--- src/rtl/eth_tx_frame_sched.sv ---
// Streams fixed-length frames from payload memory into the MAC ff_tx FIFO interface.
// Optional macro TX_AUTOREPEAT_EN: restart the next frame automatically when the inter-frame gap expires.
module eth_tx_frame_sched #(
  parameter int         FRAME_WORDS = 16,
  parameter int         ADDR_W      = 8,
  parameter logic [1:0] LAST_MOD    = 2'd0,
  parameter int         IFG_CYCLES  = 12
) (
  input  logic              clk_hifreq,
  input  logic              rst,
  input  logic              cfg_done,
  input  logic              trigger,
  output logic              mem_rd_en,
  output logic [ADDR_W-1:0] mem_addr,
  input  logic [31:0]       mem_data,
  output logic [31:0]       ff_tx_data,
  output logic              ff_tx_wren,
  output logic              ff_tx_sop,
  output logic              ff_tx_eop,
  output logic [1:0]        ff_tx_mod,
  output logic              ff_tx_err,
  input  logic              ff_tx_rdy,
  output logic              busy,
  output logic [15:0]       frame_cnt,
  output logic [7:0]        drop_cnt
);

  localparam int              IDX_W     = ADDR_W + 1;
  localparam logic [IDX_W-1:0] NUM_WORDS = IDX_W'(FRAME_WORDS);
  localparam logic [IDX_W-1:0] LAST_IDX  = IDX_W'(FRAME_WORDS - 1);

  typedef enum logic [1:0] {
    IDLE = 2'd0,
    SEND = 2'd1,
    IFG  = 2'd2
  } state_e;

  state_e           state_q;
  logic [IDX_W-1:0] rd_idx_q;
  logic [IDX_W-1:0] tx_idx_q;
  logic [7:0]       ifg_q;
  logic [15:0]      frame_q;
  logic [7:0]       drop_q;

  logic [1:0]  cnt_q, cnt_d;
  logic        inflight_q, inflight_d;
  logic [31:0] buf0_q, buf0_d;
  logic [31:0] buf1_q, buf1_d;

  logic [1:0]  occ;
  logic [1:0]  occ_after;
  logic [31:0] head;
  logic        wren;
  logic        pop;
  logic        last_word;
  logic        eop_accept;
  logic        issue;

  // The word returning from memory counts as a buffer entry in its arrival
  // cycle and is shown on the FIFO head directly, so SOP follows the first read by one cycle.
  always_comb begin
    occ        = cnt_q + {1'b0, inflight_q};
    head       = (cnt_q != 2'd0) ? buf0_q : mem_data;
    wren       = (occ != 2'd0);
    pop        = wren && ff_tx_rdy;
    occ_after  = occ - {1'b0, pop};
    last_word  = (tx_idx_q == LAST_IDX);
    eop_accept = pop && last_word;
    issue      = (state_q == SEND) && (rd_idx_q < NUM_WORDS) && (occ_after < 2'd2);

    inflight_d = issue;
    cnt_d      = occ_after;
    buf0_d     = buf0_q;
    buf1_d     = buf1_q;
    if (pop) begin
      if (cnt_q == 2'd2) begin
        buf0_d = buf1_q;
      end else if (cnt_q == 2'd1 && inflight_q) begin
        buf0_d = mem_data;
      end
    end else if (inflight_q) begin
      if (cnt_q == 2'd0) begin
        buf0_d = mem_data;
      end else begin
        buf1_d = mem_data;
      end
    end
  end

  always_ff @(posedge clk_hifreq or posedge rst) begin
    if (rst) begin
      state_q    <= IDLE;
      rd_idx_q   <= '0;
      tx_idx_q   <= '0;
      ifg_q      <= '0;
      frame_q    <= '0;
      drop_q     <= '0;
      cnt_q      <= '0;
      inflight_q <= 1'b0;
      buf0_q     <= '0;
      buf1_q     <= '0;
    end else begin
      cnt_q      <= cnt_d;
      inflight_q <= inflight_d;
      buf0_q     <= buf0_d;
      buf1_q     <= buf1_d;

      if (issue) begin
        rd_idx_q <= rd_idx_q + 1'b1;
      end
      if (pop) begin
        tx_idx_q <= tx_idx_q + 1'b1;
      end
      if (eop_accept) begin
        frame_q <= frame_q + 16'd1;
      end
      if (trigger && (state_q != IDLE || !cfg_done) && drop_q != 8'hFF) begin
        drop_q <= drop_q + 8'd1;
      end

      case (state_q)
        IDLE: begin
          if (trigger && cfg_done) begin
            state_q  <= SEND;
            rd_idx_q <= '0;
            tx_idx_q <= '0;
          end
        end
        SEND: begin
          if (eop_accept) begin
            state_q <= IFG;
            ifg_q   <= 8'(IFG_CYCLES);
          end
        end
        IFG: begin
          if (ifg_q == 8'd1) begin
`ifdef TX_AUTOREPEAT_EN
            if (cfg_done) begin
              state_q  <= SEND;
              rd_idx_q <= '0;
              tx_idx_q <= '0;
            end else begin
              state_q <= IDLE;
            end
`else
            state_q <= IDLE;
`endif
          end else begin
            ifg_q <= ifg_q - 8'd1;
          end
        end
        default: state_q <= IDLE;
      endcase
    end
  end

  assign mem_rd_en  = issue;
  assign mem_addr   = rd_idx_q[ADDR_W-1:0];
  assign ff_tx_wren = wren;
  assign ff_tx_data = wren ? head : 32'd0;
  assign ff_tx_sop  = wren && (tx_idx_q == '0);
  assign ff_tx_eop  = wren && last_word;
  assign ff_tx_mod  = (wren && last_word) ? LAST_MOD : 2'd0;
  assign ff_tx_err  = 1'b0;
  assign busy       = (state_q != IDLE);
  assign frame_cnt  = frame_q;
  assign drop_cnt   = drop_q;

endmodule

--- config.mk ---
export PLATFORM = sky130hd
export DESIGN_NAME = eth_tx_frame_sched
export DESIGN_NICKNAME = d
export VERILOG_FILES = /design/src/rtl/eth_tx_frame_sched.sv
export SDC_FILE = /design/constraint.sdc
export NUM_CORES = 1
export LEC_CHECK = 0
export CORE_MARGIN = 1
export CORE_UTILIZATION = 44
export DETAILED_ROUTE_END_ITERATION = 6
export GPL_ROUTABILITY_DRIVEN = 0
export GPL_TIMING_DRIVEN = 0
export PLACE_DENSITY_LB_ADDON = 0.25
export RECOVER_POWER = 25
export SLEW_MARGIN = 10
export SYNTH_ARGS = -nofsm -noshare
export SYNTH_HDL_FRONTEND = slang
export SYNTH_SLANG_ARGS = --single-unit
--- constraint.sdc ---
create_clock -name clk_hifreq -period 8.4 [get_ports clk_hifreq]
set_input_delay 2.52 -clock clk_hifreq [delete_from_list [all_inputs] [get_ports clk_hifreq]]
set_output_delay 2.52 -clock clk_hifreq [all_outputs]
set_load 0.005 [all_outputs]
# [Yosys cells after proc, flatten, opt, wreduce, memory -nomap -nowiden]
# Index checks and enable logic that the tools add are counted.
[totals] out_inout_bits=72 register_bits=119
[op_classes] order_cmp=2 mux=20 reduce_logical=25 add_sub_neg=7 bitwise=2 n_eq_ne=12
[op_table] cell="32-bit 2-to-1 mux" count=7
[op_table] cell="9-bit 2-to-1 mux" count=6
[op_table] cell="9-bit by 1-bit adder with 9-bit output, second input constant" count=2
[op_table] cell="16-bit by 1-bit adder with 16-bit output, second input constant" count=1
[op_table] cell="8-bit 2-to-1 mux" count=2
[op_table] cell="8-bit case mux with 2 select lines" count=1
[op_table] cell="3-bit AND reduction" count=4
[op_table] cell="2-bit nonzero test" count=6
[op_table] cell="1-bit logical AND" count=10
[op_table] cell="9-bit by 4-bit == test with 1-bit output, second input constant" count=1
[op_table] cell="9-bit logical NOT" count=1
[op_table] cell="9-bit by 5-bit < comparator with 1-bit output, second input constant" count=1
[op_table] cell="8-bit by 1-bit adder with 8-bit output, second input constant" count=1
[op_table] cell="8-bit by 1-bit == test with 1-bit output, second input constant" count=1
[op_table] cell="2-bit inequality test, second input constant" count=4
[op_table] cell="8-bit inequality test, second input constant" count=1
[op_table] cell="8-bit by 1-bit subtractor with 8-bit output, second input constant" count=1
[op_table] cell="2-bit 2-to-1 mux" count=3
[op_table] cell="2-bit case mux with 3 select lines" count=1
[op_table] cell="2-bit by 1-bit == test with 1-bit output, second input constant" count=2
[op_table] cell="2-bit == test, second input constant" count=2
[op_table] cell="2-bit logical NOT" count=2
[op_table] cell="3-bit by 1-bit inequality test with 1-bit output, second input constant" count=1
[op_table] cell="2-bit by 1-bit adder with 2-bit output" count=1
[op_table] cell="other kinds (5)" count=6

# [Logic depth before layout (Yosys ltp)]
[logic_depth] word_depth=9 ltp_mapped=11 ltp_nobuf=10

# [Least setup slack after synthesis]
# No wires, ideal clock.
[synth_timing] path_type="in2out" start="input ff_tx_rdy" end="output mem_rd_en" arrival_time_ns=4.169 setup_slack_ns=1.711 path_buffers=2 path_stages=8 cell_sequence="buf_2 o21ai_4 inv_1 buf_2 ha_1 xor3_1 or4_4 inv_1"
[synth_via] elab_chain_cells=4
[synth_lines] element="from (decl)" line_no="22" text="input logic ff_tx_rdy,"
[synth_lines] element="1-bit logical AND" line_no="65" text="pop = wren && ff_tx_rdy;"
[synth_lines] element="2-bit by 1-bit subtractor with 2-bit output" line_no="66" text="occ_after = occ - {1'b0, pop};"
[synth_lines] element="via cnt_d[1]" line_no="45" text="logic [1:0] cnt_q, cnt_d;"
[synth_lines] element="2-bit < comparator" line_no="69" text="issue = (state_q == SEND) && (rd_idx_q < NUM_WORDS) && (occ_after < 2'd2);"
[synth_lines] element="1-bit logical AND" line_no="69"
[synth_lines] element="to (decl)" line_no="13" text="output logic mem_rd_en,"
# The timed path passes the listed nets, and every way through them passes these cells.

# [Final worst setup path]
# Same ends and word-level chain as after synthesis.

==> metrics.cfg <==
[clock_network]
cts_root_buf = clkbuf_16
post_cts_buffers = 0
cts_hold_buf = 0
numCtsBuffers = 17
cts_tree = done
cts-htree-levels = 4
path_clk_slew_ns = 0.05
cts_sinks = 119
postCtsResizedCells = 0
clock_path_buffers = 2
clk-insertion-delay-late_ns = 0.41

[detailed_routing]
drc = 0
postRouteWirelength_mm = 13.8
drt.antenna.violating_nets = 0
first_pass_iters = 4
via_count = 4573
post_drt_wl_per_cell_um = 15.8
drt_iter0_markers = 276
via_per_inst = 5.22

[power]
ir_drop_v = 0.000257
p_leak_nw = 3.58
powerDensity_nw_per_um2 = 400

[sta]
min_period_over_period_pct = 90.4
tns_ns = 0
setup_viol = 0
fin_ws_ns = 0.802
hold_viol_final = 0
skew_ns = 0.00912
max_freq_mhz = 132
rsz0062_at_grt = no
tightest_slew_ns = 1.51
drv_slew = 32
max_slew_margin_pct = -0.944
timing.final.crit_period_ns = 7.60

[hold_path]
min_to = frame_cnt[15]
hold_start = frame_cnt[15]
min_path_cells = 1
hold_class = flop to flop

[status]
status = finished with violations
violations = max-capacitance violations, max-slew violations

[yosys]
yosysSeqAreaShare_pct = 47.8
synth_top_area_share_pct = 47.8
synth.cell_area_um2 = 6230
async_reset_ff_share_pct = 100
syn_avg_cell_area_um2 = 11.2
yosysWarnings = 0
yosys.area.top_type = dfrtp_1
ys_seq_elements = 119
yosysUniqueCellTypes = 54
netlist_top_cells_area = dfrtp_1 48%, mux2_2 11%, mux2_4 7.2%, nand2_1 4.6%, a21oi_1 3.1%
synth_edf_count = 0
synthesis.instances = 558
synth_top_flop_cell = dfrtp_1

[final_layout]
instances_no_fill = 876
n_fill_cell = 1160
drive_above_1_share_pct = 22.1
design_area_um2 = 8150
area_growth_pct = 30.8
nNetsFinal = 730
n_antenna_cell = 0

[grt]
grt_max_degree = 89
antenna_found_initial = 0
grt_pass1_wl_mm = 23.0
grt_pass1_vias = 4644
grt_use_total_pct = 20.1
grt-ovfl-total = 0

[worst_setup_path]
r2r_end = rd_idx_q[3]
crit_type = input port to output pin
r2r_setup_slack_ns = 4.99
critPathMaxStageDelay_ns = 0.57
reg2regPathDepth = 10
r2r_start = cnt_q[0]
crit_arrival_ns = 5.08
start_kind = input port
endpoint_kind = output pin
crit_required_ns = 5.88
cp_cell_sequence = buf_2 > o21ai_4 > inv_1 > buf_2 > ha_1 > xor3_1 > or4_4 > inv_1 > clkdlybuf4s50_1
crit_slowest_cell = clkdlybuf4s50_1
crit_path_max_fanout = 10

[die]
rows = 43
die_area_um2 = 14600
start_util_pct = 45.0
die_w_um = 121
io_pins = 109
core-area_um2 = 13800
die-height_um = 121

[placed_design]
dp_slack_ns = 0.794
dp_hpwl_mm = 9.47
place_area_um2 = 7530
dp_cells = 845
portBuffers = 104

[flow_run]
cap_viol_max_count = 1

==> layer usage <==
layer	GRT usage, %	part of all wire, %
met2	31.7	47
met5	0	0
met3	5.08	4.8
met4	7.25	1.4
met1	26.7	47
==> power by group <==
group	leakage, nW	internal (mW)	switching [mW]
Clock	0.306	0.516	0.248
Sequential	1.46	0.800	0.150
Combinational	1.82	0.871	0.675
==> cell families after synthesis <==
group | count (synthesis) | share of synthesized area, %
compound gates | 64 | 6.47
other cells | 1 | 0.0602
flops | 119 | 47.8
fa+ha+maj | 9 | 1.81
buf+inv | 54 | 4.78
simple gates | 175 | 13.8
xor+xnor | 37 | 5.57
mux | 99 | 19.7
==> worst max-delay path: cells and delay by family <==
kind | cells | cell delay, ns
AO/OA/AOI/OAI | 1 | 0.16
XOR/XNOR | 1 | 0.27
adder cells (fa/ha/maj) | 1 | 0.19
buffers and inverters | 5 | 1.40
AND/OR/NAND/NOR | 1 | 0.54
==> placed cells by master, fill, tap and decap left out, types with 4 or more instances in the layout <==
cell type | synthesis | layout
inv_1 | 17 | 16
buf_6 | 6 | 6
or4_1 | 4 | 4
dfrtp_1 | 119 | 119
bufinv_16 | 0 | 4
nand2_1 | 76 | 76
nor2_1 | 23 | 23
o21ai_0 | 5 | 5
nand2b_1 | 4 | 4
clkbuf_16 | 0 | 17
ha_1 | 9 | 9
a21oi_1 | 38 | 38
xnor2_1 | 17 | 17
xor2_1 | 18 | 18
mux2_1 | 5 | 5
clkdlybuf4s50_1 | 0 | 102
nor4_1 | 6 | 6
buf_2 | 7 | 7
buf_4 | 11 | 11
o211ai_1 | 4 | 4
clkbuf_1 | 11 | 13
nor3_1 | 5 | 6
clkinv_2 | 0 | 4
mux2_2 | 63 | 63
mux2_4 | 30 | 30
and3_1 | 8 | 8
or3_1 | 4 | 4
nand4_1 | 9 | 9
nand3_1 | 15 | 15
==> final cells by class <==
type | instances | area [um^2] | area share [%]
Sequential cell | 119 | 2980 | 36.6
Multi-Input combinational cell | 387 | 2950 | 36.3
Timing Repair Buffer | 105 | 1070 | 13.1
Clock buffer | 22 | 474 | 5.82
Buffer | 37 | 234 | 2.87
Tap cell | 180 | 225 | 2.76
Clock inverter | 9 | 148 | 1.81
Inverter | 17 | 65.1 | 0.799
==> flip-flops by register name, summed over array words and instances (netlist names) <==
| name | flops |
|---|---|
| buf1_q | 32 |
| rd_idx_q | 9 |
| drop_cnt | 8 |
| ifg_q | 8 |
| buf0_q | 32 |
| frame_cnt | 16 |
| tx_idx_q | 9 |
| cnt_q | 2 |
| state_q | 2 |
| inflight_q | 1 |
==> per-stage QoR <==
stage / hold WS, ns / total power [mW] / utilization (%)
5_1_grt: 0.511 / 3.48 / 58.9
4_1_cts: 0.479 / 3.29 / 59.0
3_5_place_dp: 0.468 / 2.51 / 54.5
3_3_place_gp: 0.465 / 2.46 / 54.2
6_report: 0.474 / 3.26 / 58.9
2_1_floorplan: 0.445 / 1.88 / -
==> cells in the mapped netlist (3+ instances only) <==
master / n
a2111oi_0: 3
a21oi_1: 38
and2_1: 5
and3_1: 8
and4_1: 3
buf_2: 7
buf_4: 11
buf_6: 6
clkbuf_1: 11
dfrtp_1: 119
ha_1: 9
inv_1: 17
mux2_1: 5
mux2_2: 63
mux2_4: 30
nand2_1: 76
nand2b_1: 4
nand3_1: 15
nand4_1: 9
nor2_1: 23
nor3_1: 5
nor4_1: 6
o211ai_1: 4
o21ai_0: 5
o31ai_1: 3
or3_1: 4
or4_1: 4
xnor2_1: 17
xor2_1: 18
==> how the worst max path moves through the flow <==
stage,end,start,cells after the start,slack (ns)
3_5_place_dp,mem_rd_en,ff_tx_rdy,9,0.79
3_3_place_gp,mem_rd_en,ff_tx_rdy,9,0.81
2_1_floorplan,mem_rd_en,ff_tx_rdy,8,1.71
5_1_grt,mem_rd_en,ff_tx_rdy,9,0.60
6_report,mem_rd_en,ff_tx_rdy,9,0.80
4_1_cts,mem_rd_en,ff_tx_rdy,9,0.79
Power figures use the tool's default switching activity.
